$ cat config.mk
export PLATFORM = sky130hd
export DESIGN_NAME = riscv_run_monitor_flat
export DESIGN_NICKNAME = d
export VERILOG_FILES = /design/src/rtl/riscv_run_monitor_if.sv /design/src/rtl/riscv_run_monitor.sv /design/src/flat_wrapper.sv
export SDC_FILE = /design/constraint.sdc
export NUM_CORES = 1
export LEC_CHECK = 0
export ABC_AREA = 1
export BUFFER_PORTS_ARGS = -buffer_cell sky130_fd_sc_hd__buf_2
export CELL_PAD_IN_SITES_DETAIL_PLACEMENT = 1
export CELL_PAD_IN_SITES_GLOBAL_PLACEMENT = 1
export CORE_MARGIN = 2
export CORE_UTILIZATION = 36
export DETAILED_ROUTE_END_ITERATION = 10
export HOLD_SLACK_MARGIN = 0.08
export PLACE_DENSITY = 0.89
export SLEW_MARGIN = 10
export SYNTH_ARGS = -nofsm -noshare
export SYNTH_HDL_FRONTEND = slang
export SYNTH_SLANG_ARGS = --single-unit
$ cat constraint.sdc
create_clock -name clk -period 2.1 [get_ports clk]
set_clock_uncertainty 0.05 [all_clocks]
set_input_delay 0 -clock clk [delete_from_list [all_inputs] [get_ports clk]]
set_output_delay 0 -clock clk [all_outputs]
set_load 0.05 [all_outputs]
$ cat src/rtl/riscv_run_monitor_if.sv
// Control/status bundle between riscv_run_monitor (slave) and whoever drives
// the run and watches its outcome (master: a bench, a bring-up wrapper).
interface riscv_run_monitor_if #(
  parameter int XLEN  = 32,
  parameter int CNT_W = 32
);
  logic             start_i;
  logic             pc_valid_i;
  logic [XLEN-1:0]  pc_i;
  logic             core_rst_n_o;
  logic             running_o;
  logic             done_o;
  logic             pass_o;
  logic             timeout_o;
  logic [CNT_W-1:0] cycle_count_o;
  logic [CNT_W-1:0] retire_count_o;
  logic [XLEN-1:0]  halt_pc_o;

  modport master (
    output start_i, pc_valid_i, pc_i,
    input  core_rst_n_o, running_o, done_o, pass_o, timeout_o,
    input  cycle_count_o, retire_count_o, halt_pc_o
  );

  modport slave (
    input  start_i, pc_valid_i, pc_i,
    output core_rst_n_o, running_o, done_o, pass_o, timeout_o,
    output cycle_count_o, retire_count_o, halt_pc_o
  );
endinterface

$ cat src/rtl/riscv_run_monitor.sv
// Run controller for riscv_processor: sequences the core reset, counts cycles and
// retirements, and ends the run on a PC self-loop halt or a cycle-limit timeout.
module riscv_run_monitor #(
  parameter int              XLEN         = 32,
  parameter int              CNT_W        = 32,
  parameter int              RESET_CYCLES = 2,
  parameter int              MAX_CYCLES   = 2000,
  parameter int              STALL_LIMIT  = 4,
  parameter logic [XLEN-1:0] PASS_PC      = XLEN'(32'h0000_0100)
) (
  input  logic                 clk,
  input  logic                 reset_n,
  riscv_run_monitor_if.slave   bus
);

  typedef enum logic [1:0] {IDLE, RESET, RUN, DONE} state_e;

  localparam int RW = (RESET_CYCLES > 1) ? $clog2(RESET_CYCLES) : 1;
  localparam int MW = $clog2(STALL_LIMIT + 1);

  localparam logic [RW-1:0]    RstLoad   = RW'(RESET_CYCLES - 1);
  localparam logic [CNT_W-1:0] CycleLast = CNT_W'(MAX_CYCLES - 1);
  localparam logic [CNT_W-1:0] CntMax    = '1;
  localparam logic [MW-1:0]    MatchHalt = MW'(STALL_LIMIT);

  state_e           state_q, state_d;
  logic [RW-1:0]    rst_cnt_q, rst_cnt_d;
  logic [CNT_W-1:0] cycle_cnt_q, cycle_cnt_d;
  logic [CNT_W-1:0] retire_cnt_q, retire_cnt_d;
  logic [XLEN-1:0]  halt_pc_q, halt_pc_d;
  logic [MW-1:0]    match_cnt_q, match_cnt_d;
  logic             last_valid_q, last_valid_d;
  logic             pass_q, pass_d;
  logic             timeout_q, timeout_d;
  logic             core_rst_n_q, core_rst_n_d;
  logic             running_q, running_d;
  logic             done_q, done_d;

  logic             begin_run;
  logic             pc_repeat;
  logic             halt;
  logic [MW-1:0]    match_inc;

  always_comb begin
    state_d      = state_q;
    rst_cnt_d    = rst_cnt_q;
    cycle_cnt_d  = cycle_cnt_q;
    retire_cnt_d = retire_cnt_q;
    halt_pc_d    = halt_pc_q;
    match_cnt_d  = match_cnt_q;
    last_valid_d = last_valid_q;
    pass_d       = pass_q;
    timeout_d    = timeout_q;
    begin_run    = 1'b0;
    halt         = 1'b0;
    pc_repeat    = last_valid_q && (bus.pc_i == halt_pc_q);
    match_inc    = match_cnt_q + 1'b1;

    case (state_q)
      IDLE, DONE: begin
        if (bus.start_i) begin
          begin_run = 1'b1;
        end
      end
      RESET: begin
        if (rst_cnt_q == '0) begin
          state_d = RUN;
        end else begin
          rst_cnt_d = rst_cnt_q - 1'b1;
        end
      end
      RUN: begin
        cycle_cnt_d = (cycle_cnt_q == CntMax) ? cycle_cnt_q : cycle_cnt_q + 1'b1;
        if (bus.pc_valid_i) begin
          retire_cnt_d = (retire_cnt_q == CntMax) ? retire_cnt_q : retire_cnt_q + 1'b1;
          halt_pc_d    = bus.pc_i;
          last_valid_d = 1'b1;
          match_cnt_d  = pc_repeat ? match_inc : '0;
          halt         = pc_repeat && (match_inc == MatchHalt);
        end
        // Halt outranks a timeout landing on the same cycle.
        if (halt) begin
          state_d   = DONE;
          pass_d    = (bus.pc_i == PASS_PC);
          timeout_d = 1'b0;
        end else if (cycle_cnt_q == CycleLast) begin
          state_d   = DONE;
          pass_d    = 1'b0;
          timeout_d = 1'b1;
        end
      end
      default: state_d = IDLE;
    endcase

    if (begin_run) begin
      state_d      = RESET;
      rst_cnt_d    = RstLoad;
      cycle_cnt_d  = '0;
      retire_cnt_d = '0;
      halt_pc_d    = '0;
      match_cnt_d  = '0;
      last_valid_d = 1'b0;
      pass_d       = 1'b0;
      timeout_d    = 1'b0;
    end

    core_rst_n_d = (state_d == RUN) || (state_d == DONE);
    running_d    = (state_d == RUN);
    done_d       = (state_d == DONE);
  end

  always_ff @(posedge clk or negedge reset_n) begin
    if (!reset_n) begin
      state_q      <= IDLE;
      rst_cnt_q    <= '0;
      cycle_cnt_q  <= '0;
      retire_cnt_q <= '0;
      halt_pc_q    <= '0;
      match_cnt_q  <= '0;
      last_valid_q <= 1'b0;
      pass_q       <= 1'b0;
      timeout_q    <= 1'b0;
      core_rst_n_q <= 1'b0;
      running_q    <= 1'b0;
      done_q       <= 1'b0;
    end else begin
      state_q      <= state_d;
      rst_cnt_q    <= rst_cnt_d;
      cycle_cnt_q  <= cycle_cnt_d;
      retire_cnt_q <= retire_cnt_d;
      halt_pc_q    <= halt_pc_d;
      match_cnt_q  <= match_cnt_d;
      last_valid_q <= last_valid_d;
      pass_q       <= pass_d;
      timeout_q    <= timeout_d;
      core_rst_n_q <= core_rst_n_d;
      running_q    <= running_d;
      done_q       <= done_d;
    end
  end

  assign bus.core_rst_n_o   = core_rst_n_q;
  assign bus.running_o      = running_q;
  assign bus.done_o         = done_q;
  assign bus.pass_o         = pass_q;
  assign bus.timeout_o      = timeout_q;
  assign bus.cycle_count_o  = cycle_cnt_q;
  assign bus.retire_count_o = retire_cnt_q;
  assign bus.halt_pc_o      = halt_pc_q;

endmodule
$ cat src/flat_wrapper.sv
// flat-port wrapper written by rule: the top's interface ports become plain ports
module riscv_run_monitor_flat 
#(
  parameter int              XLEN         = 32,
  parameter int              CNT_W        = 32,
  parameter int              RESET_CYCLES = 2,
  parameter int              MAX_CYCLES   = 2000,
  parameter int              STALL_LIMIT  = 4,
  parameter logic [XLEN-1:0] PASS_PC      = XLEN'(32'h0000_0100)
)
  (clk, reset_n, bus_start_i, bus_pc_valid_i, bus_pc_i, bus_core_rst_n_o, bus_running_o, bus_done_o, bus_pass_o, bus_timeout_o, bus_cycle_count_o, bus_retire_count_o, bus_halt_pc_o);
  riscv_run_monitor_if #(.XLEN(XLEN), .CNT_W(CNT_W)) bus_i ();
  input  logic clk;
  input  logic reset_n;
  input wire logic [$bits(bus_i.start_i)-1:0] bus_start_i;
  input wire logic [$bits(bus_i.pc_valid_i)-1:0] bus_pc_valid_i;
  input wire logic [$bits(bus_i.pc_i)-1:0] bus_pc_i;
  output wire logic [$bits(bus_i.core_rst_n_o)-1:0] bus_core_rst_n_o;
  output wire logic [$bits(bus_i.running_o)-1:0] bus_running_o;
  output wire logic [$bits(bus_i.done_o)-1:0] bus_done_o;
  output wire logic [$bits(bus_i.pass_o)-1:0] bus_pass_o;
  output wire logic [$bits(bus_i.timeout_o)-1:0] bus_timeout_o;
  output wire logic [$bits(bus_i.cycle_count_o)-1:0] bus_cycle_count_o;
  output wire logic [$bits(bus_i.retire_count_o)-1:0] bus_retire_count_o;
  output wire logic [$bits(bus_i.halt_pc_o)-1:0] bus_halt_pc_o;
  assign bus_i.start_i = bus_start_i;
  assign bus_i.pc_valid_i = bus_pc_valid_i;
  assign bus_i.pc_i = bus_pc_i;
  assign bus_core_rst_n_o = bus_i.core_rst_n_o;
  assign bus_running_o = bus_i.running_o;
  assign bus_done_o = bus_i.done_o;
  assign bus_pass_o = bus_i.pass_o;
  assign bus_timeout_o = bus_i.timeout_o;
  assign bus_cycle_count_o = bus_i.cycle_count_o;
  assign bus_retire_count_o = bus_i.retire_count_o;
  assign bus_halt_pc_o = bus_i.halt_pc_o;
  riscv_run_monitor #(.XLEN(XLEN), .CNT_W(CNT_W), .RESET_CYCLES(RESET_CYCLES), .MAX_CYCLES(MAX_CYCLES), .STALL_LIMIT(STALL_LIMIT), .PASS_PC(PASS_PC)) u_core (.clk(clk), .reset_n(reset_n), .bus(bus_i));
endmodule
== Word-level counts from Yosys, hierarchy flattened ==
Cells that the tools add are included.

* Add/subtract/negate cells: 4
* Equality and inequality tests: 13
* Muxes and demuxes: 37
* Reductions and logical operators: 13

{| class="wikitable"
|+ Operator list
! operator !! count
|-
| $mux 32 || 10
|-
| $add 32x1->32 const B || 2
|-
| $eq 32x32->1 const B || 2
|-
| $eq 32x11->1 const B || 1
|-
| $eq 32x32->1 || 1
|-
| $eq 32x9->1 const B || 1
|-
| $mux 1 || 18
|-
| $mux 3 || 4
|-
| $eq 2x2->1 const B || 4
|-
| $mux 2 || 4
|-
| $reduce_and 2->1 || 3
|-
| $reduce_bool 2->1 || 3
|-
| $ne 2x1->1 const B || 2
|-
| $pmux 2 s2 || 1
|-
| $add 3x1->3 const B || 1
|-
| $eq 3x3->1 const B || 1
|-
| $reduce_and 3->1 || 1
|-
| $reduce_bool 3->1 || 1
|-
| $eq 2x1->1 const B || 1
|-
| $logic_and 1x1->1 || 2
|-
| $logic_not 2->1 || 1
|-
| $reduce_or 2->1 || 1
|-
| $logic_or 1x1->1 || 1
|-
| $sub 1x1->1 const B || 1
|}

* Register bits: 108
* Bits of input ports: 36
* Logic and storage cells: 79

== Longest topological paths before layout ==
* Depth in word-level cells: 10
* Mapped depth: 14
* Depth with buffers taken out: 14

== Worst setup path before layout ==
Ideal clock, no wire load.

* Kind: register -> register
* From: reg u_core.retire_cnt_q[0] (netlist: u_core.bus.retire_count_o[0])
* To: reg u_core.retire_cnt_q[11] (netlist: u_core.bus.retire_count_o[11])
* Arrival time: 2.082 ns
* Setup slack: -0.168 ns
* Stages on the path, launching flop included: 10
* Cell sequence: dfrtp_1 > ha_1 > inv_1 > nor4_4 > inv_2 > nor2_1 > nand4_2 > nand2_4 > buf_4 > o31ai_1

* Word-level cells in the longest chain between the ends: 5
* Elaborated cells between the ends (all ways): 8
* Classes of those cells: add/sub (1); eq/ne (2); mux (4); reduce/logical (1)

{| class="wikitable"
|+ RTL lines
! what !! RTL line !! text
|-
| start: declaration || riscv_run_monitor.sv:29 || <nowiki>logic [CNT_W-1:0] retire_cnt_q, retire_cnt_d;</nowiki>
|-
| start signal: assignment || riscv_run_monitor.sv:130 || <nowiki>retire_cnt_q <= retire_cnt_d;</nowiki>
|-
| $add 32x1->32 || riscv_run_monitor.sv:75 || <nowiki>retire_cnt_d = (retire_cnt_q == CntMax) ? retire_cnt_q : retire_cnt_q + 1'b1;</nowiki>
|-
| $mux 32 || riscv_run_monitor.sv:75 ||
|-
| $mux 32 || riscv_run_monitor.sv:74 || <nowiki>if (bus.pc_valid_i) begin</nowiki>
|-
| $mux 32 || riscv_run_monitor.sv:59 || <nowiki>case (state_q)</nowiki>
|-
| $mux 32 || riscv_run_monitor.sv:95 || <nowiki>if (begin_run) begin</nowiki>
|}

Parallel ways exist; a longest one is shown, timed or not. The select of a mux whose other input is x is not followed.
A chain may end at the register's enable or synchronous reset.

== Final worst setup path ==
* From: reg u_core.state_q[0]
* To: reg u_core.halt_pc_q[7] (netlist: u_core.bus.halt_pc_o[7])

* Word-level cells in the longest chain between the ends: 5
* Elaborated cells between the ends (all ways): 9
* Classes of those cells: eq/ne (2); mux (2); reduce/logical (5)

{| class="wikitable"
|+ RTL lines
! what !! RTL line !! text
|-
| start: declaration || riscv_run_monitor.sv:26 || <nowiki>state_e state_q, state_d;</nowiki>
|-
| start signal: assignment || riscv_run_monitor.sv:127 || <nowiki>state_q <= state_d;</nowiki>
|-
| $eq 2x2->1 or $logic_not 2->1 (tied branches) || riscv_run_monitor.sv:59 ||
|-
| $reduce_or 2->1 || riscv_run_monitor.sv:59 ||
|-
| $mux 1 || riscv_run_monitor.sv:59 ||
|-
| $reduce_bool 2->1 (no line) || -- ||
|-
| $reduce_and 2->1 (no line) || -- ||
|-
| end signal: assignment || riscv_run_monitor.sv:131 || <nowiki>halt_pc_q <= halt_pc_d;</nowiki>
|-
| end: declaration || riscv_run_monitor.sv:30 || <nowiki>logic [XLEN-1:0] halt_pc_q, halt_pc_d;</nowiki>
|}

Parallel ways exist; a longest one is shown, timed or not.

==> flow_summary.yaml <==
timing:
  hold_violations: 0
  maxSlewViolCount: 0
  finalSetupViolCount: 0
  worstMarginPinSlew_ps: 516.1
  max_freq_mhz: 497.4
  finalSetupTns_ps: 0
  slew_headroom_pct: 65.33
  finalCritPeriodShare_pct: 95.73
  finalCriticalPeriod_ps: 2010
finish:
  fillers: 2424
  syn2layout_area_growth_pct: 29.80
  drive_gt1_share_pct: 20.66
  fin_nets: 1219
  final_core_util_pct: 47.61
critical_path:
  crit_fanout: 23
  critical_path_required_ps: 2290
  cpMostUsedCell: "buf_4"
  rr_worst_depth: 7
  r2r_start: "u_core.state_q[0]$_DFF_PN0_"
  startpoint_type: "flip-flop"
  cp_num_buf_inv: 3
  path_cells: "inv_1 -> ha_1 -> nand2_2 -> buf_4 -> nand2_1 -> buf_4 -> o22ai_1"
  cp_top_family: "buffers and inverters"
  cp.depth: 7
  slowest_stage: "dfrtp_1"
  max_stage_delay_ps: 360
  critPathArrivalTime_ps: 2200
  setup.worst_path.start: "u_core.state_q[0]$_DFF_PN0_"
  crit_path_end_kind: "flip-flop"
  worstSetupPathType: "flip-flop to flip-flop"
hold_path:
  hp-class: "input pin to async pin"
synthesis:
  yosysSeqAreaShare_pct: 39.39
  synth.net_count: 1011
  synth_top_family_by_area: "simple AND/OR/NAND/NOR gates"
  synth_edf_count: 0
  synth-compound-area-share_pct: 10.18
  syn_area_um2: 6862
  avgSynthCellArea_um2: 7.088
  yosys.area_share.simple_pct: 36.14
  syn_inst: 968
  synth_xor_area_share_pct: 4.340
  synth_fa_ha_area_share_pct: 1.276
  synth_ff_type: "dfrtp_1"
  synth_warnings: 0
  synth.distinct_cells: 38
  ys_async_sr_fraction_pct: 100.0
  synth_mux_area_share_pct: 0
  ys_ff_latch: 108
power_and_ir_drop:
  irDropWorstVdd_v: 0.0006159
  leakage_uw: 0.004334
  p_per_area_nw_per_um2: 600.3
cts:
  clock_latency_ps: 370
  cts_tree: "yes"
  cts_sinks: 108
  root_buffer: "clkbuf_16"
  htreeDepth: 3
  numCtsBuffers: 9
  clk_path_buf_depth: 2
  cts.clk_slew.worst_paths_ps: 70
global_routing:
  grt_max_degree: 48
  grt_usage_pct: 26.57
  grt_pass1_wl_mm: 42.17
  grt_pass1_vias: 8027
  antenna_found_initial: 1
  overflow: 0
placement:
  io_buffers: 136
  detailed_place_hpwl_mm: 19.67
  routabilityCongestion: 0.9105
drt:
  vias: 7831
  routed_wirelength_mm: 27.29
  wl_met3_mm: 1.373
  drtPass1Iterations: 5
  drc_errors: 0
  drt_iter0_markers: 570
  wl_met2_mm: 13.31
  ant_nets: 0
  wl_per_cell_um: 19.27
  highest_layer: "met4"
  met1_length_mm: 11.46
  vias_per_cell: 5.530
floorplan:
  coreArea_um2: 18710
  pin_count: 137
  start_util_pct: 36.68
  die-width_um: 142.1
  die-height_um: 142.1
  num_rows: 50
  die_area_um2: 20180
run_status:
  status: "completed"
flow_run:
  drv_cap: 0
## cell type report
class	instances	area (um2)	area share, %
multi-input cells	715	3635	40.81
flip-flops and latches	108	2708	30.40
repair buffers	222	1515	17.01
inverters	120	455.4	5.114
well taps	234	292.8	3.287
clock buffers	15	267.8	3.006
clock inverters	1	30.03	0.3372
diodes	1	2.502	0.02810
## worst register-to-register path, cell delays in order, from the launching register on
cell and delay, ps:
dfrtp_1 360, inv_1 70, ha_1 320, nand2_2 130, buf_4 230, nand2_1 160, buf_4 260, o22ai_1 310
## worst paths after layout
kind	end	slack [ps]
setup / recovery	u_core.bus.halt_pc_o[7]$_DFFE_PN0P_	90
hold / removal	u_core.bus.halt_pc_o[5]$_DFFE_PN0P_	100
setup reg to reg	u_core.bus.halt_pc_o[7]$_DFFE_PN0P_	90
hold reg to reg	u_core.bus.timeout_o$_DFFE_PN0P_	470
max in group asynchronous	u_core.bus.cycle_count_o[1]$_DFFE_PN0P_	1070
min in group clk	u_core.bus.pass_o$_DFFE_PN0P_	190
## cell usage after synthesis, types with 2 or more instances
| library cell | number | area [um2] |
|---|---|---|
| nor2_2 | 2 | 12.51 |
| ha_1 | 7 | 87.58 |
| nand4_1 | 43 | 269.0 |
| nor4_1 | 5 | 31.28 |
| nor3b_1 | 2 | 15.01 |
| o31ai_1 | 19 | 142.6 |
| nor3_1 | 47 | 235.2 |
| buf_4 | 2 | 15.01 |
| a21oi_1 | 20 | 100.1 |
| buf_1 | 3 | 11.26 |
| dfrtp_1 | 108 | 2703 |
| o21ai_0 | 41 | 205.2 |
| nand3_1 | 62 | 310.3 |
| o22ai_1 | 22 | 137.6 |
| inv_2 | 8 | 30.03 |
| or2_2 | 8 | 50.05 |
| nand2_1 | 269 | 1010 |
| and2_1 | 4 | 25.02 |
| o21ai_1 | 15 | 75.07 |
| nor2_1 | 92 | 345.3 |
| xnor2_1 | 21 | 183.9 |
| buf_2 | 5 | 25.02 |
| xor2_1 | 13 | 113.9 |
| inv_1 | 112 | 420.4 |
| nor3_2 | 2 | 20.02 |
| buf_6 | 5 | 56.30 |
| clkbuf_1 | 10 | 37.54 |
| nand3b_1 | 11 | 82.58 |
## repair_timing
item,CTS,global route
pin swaps,0,7
endpoints found under the setup margin,28,63
gates resized for setup,5,17
hold buffers,34,0
gates cloned,0,2
setup buffers,0,6
hold endpoints to repair,115,0
## registers in the layout (all words and copies together) (netlist names)
signal,flops
u_core.last_valid_q,1
u_core.bus.halt_pc_o,32
u_core.bus.core_rst_n_o,1
u_core.state_q,2
u_core.match_cnt_q,3
u_core.bus.cycle_count_o,32
u_core.bus.timeout_o,1
u_core.bus.retire_count_o,32
u_core.bus.done_o,1
u_core.bus.running_o,1
u_core.rst_cnt_q,1
u_core.bus.pass_o,1
## routing by layer
| layer | global-route usage (%) | vias to the layer above |
|---|---|---|
| li1 | - | 3619 |
| met1 | 32.89 | 3826 |
| met2 | 45.87 | 293 |
| met3 | 4.475 | 93 |
| met4 | 11.11 | 0 |
| met5 | 0 | - |
## report_power, final
part	leakage, uW	internal [uW]	switching (uW)
Sequential	0.00130	2180	130
Clock	0.000144	996	802
Combinational	0.00289	353	882
## cell families (layout without fill, tap and decap cells)
group,after synthesis,after routing
xor gates and xnor gates,34,34
AOI/OAI and AO/OA,121,121
and+or+nand+nor,553,553
adders and majority gates,7,7
DFF,108,108
buffers and inverters,145,358
other,0,1
## cell usage in the layout (no fill, tap or decap), types with 11 or more instances in the layout
master and n:
a21oi_1 20, buf_2 135, buf_4 45, clkbuf_16 11, dfrtp_1 104, dlygate4sd3_1 34
inv_1 111, nand2_1 266, nand3_1 59, nand3b_1 11, nand4_1 43, nor2_1 91
nor3_1 43, o21ai_0 40, o21ai_1 16, o22ai_1 22, o31ai_1 18, xnor2_1 21
xor2_1 13
## metrics by stage
stage	cells	worst slack, ps	instance area [um2]	hold slack, ps	power, uW
final	1416	89.69	8906	104.2	5346
after CTS	1407	21.08	8746	110.9	5348
after floorplan	968	11.50	6867	-345.6	3086
after global routing	1416	-23.73	8906	131.7	5565
after detailed placement	1357	-103.6	8090	-45.15	3493
after global placement	1357	34.03	8090	-52.21	3458
Note: power is estimated with default switching activity, not from simulation.
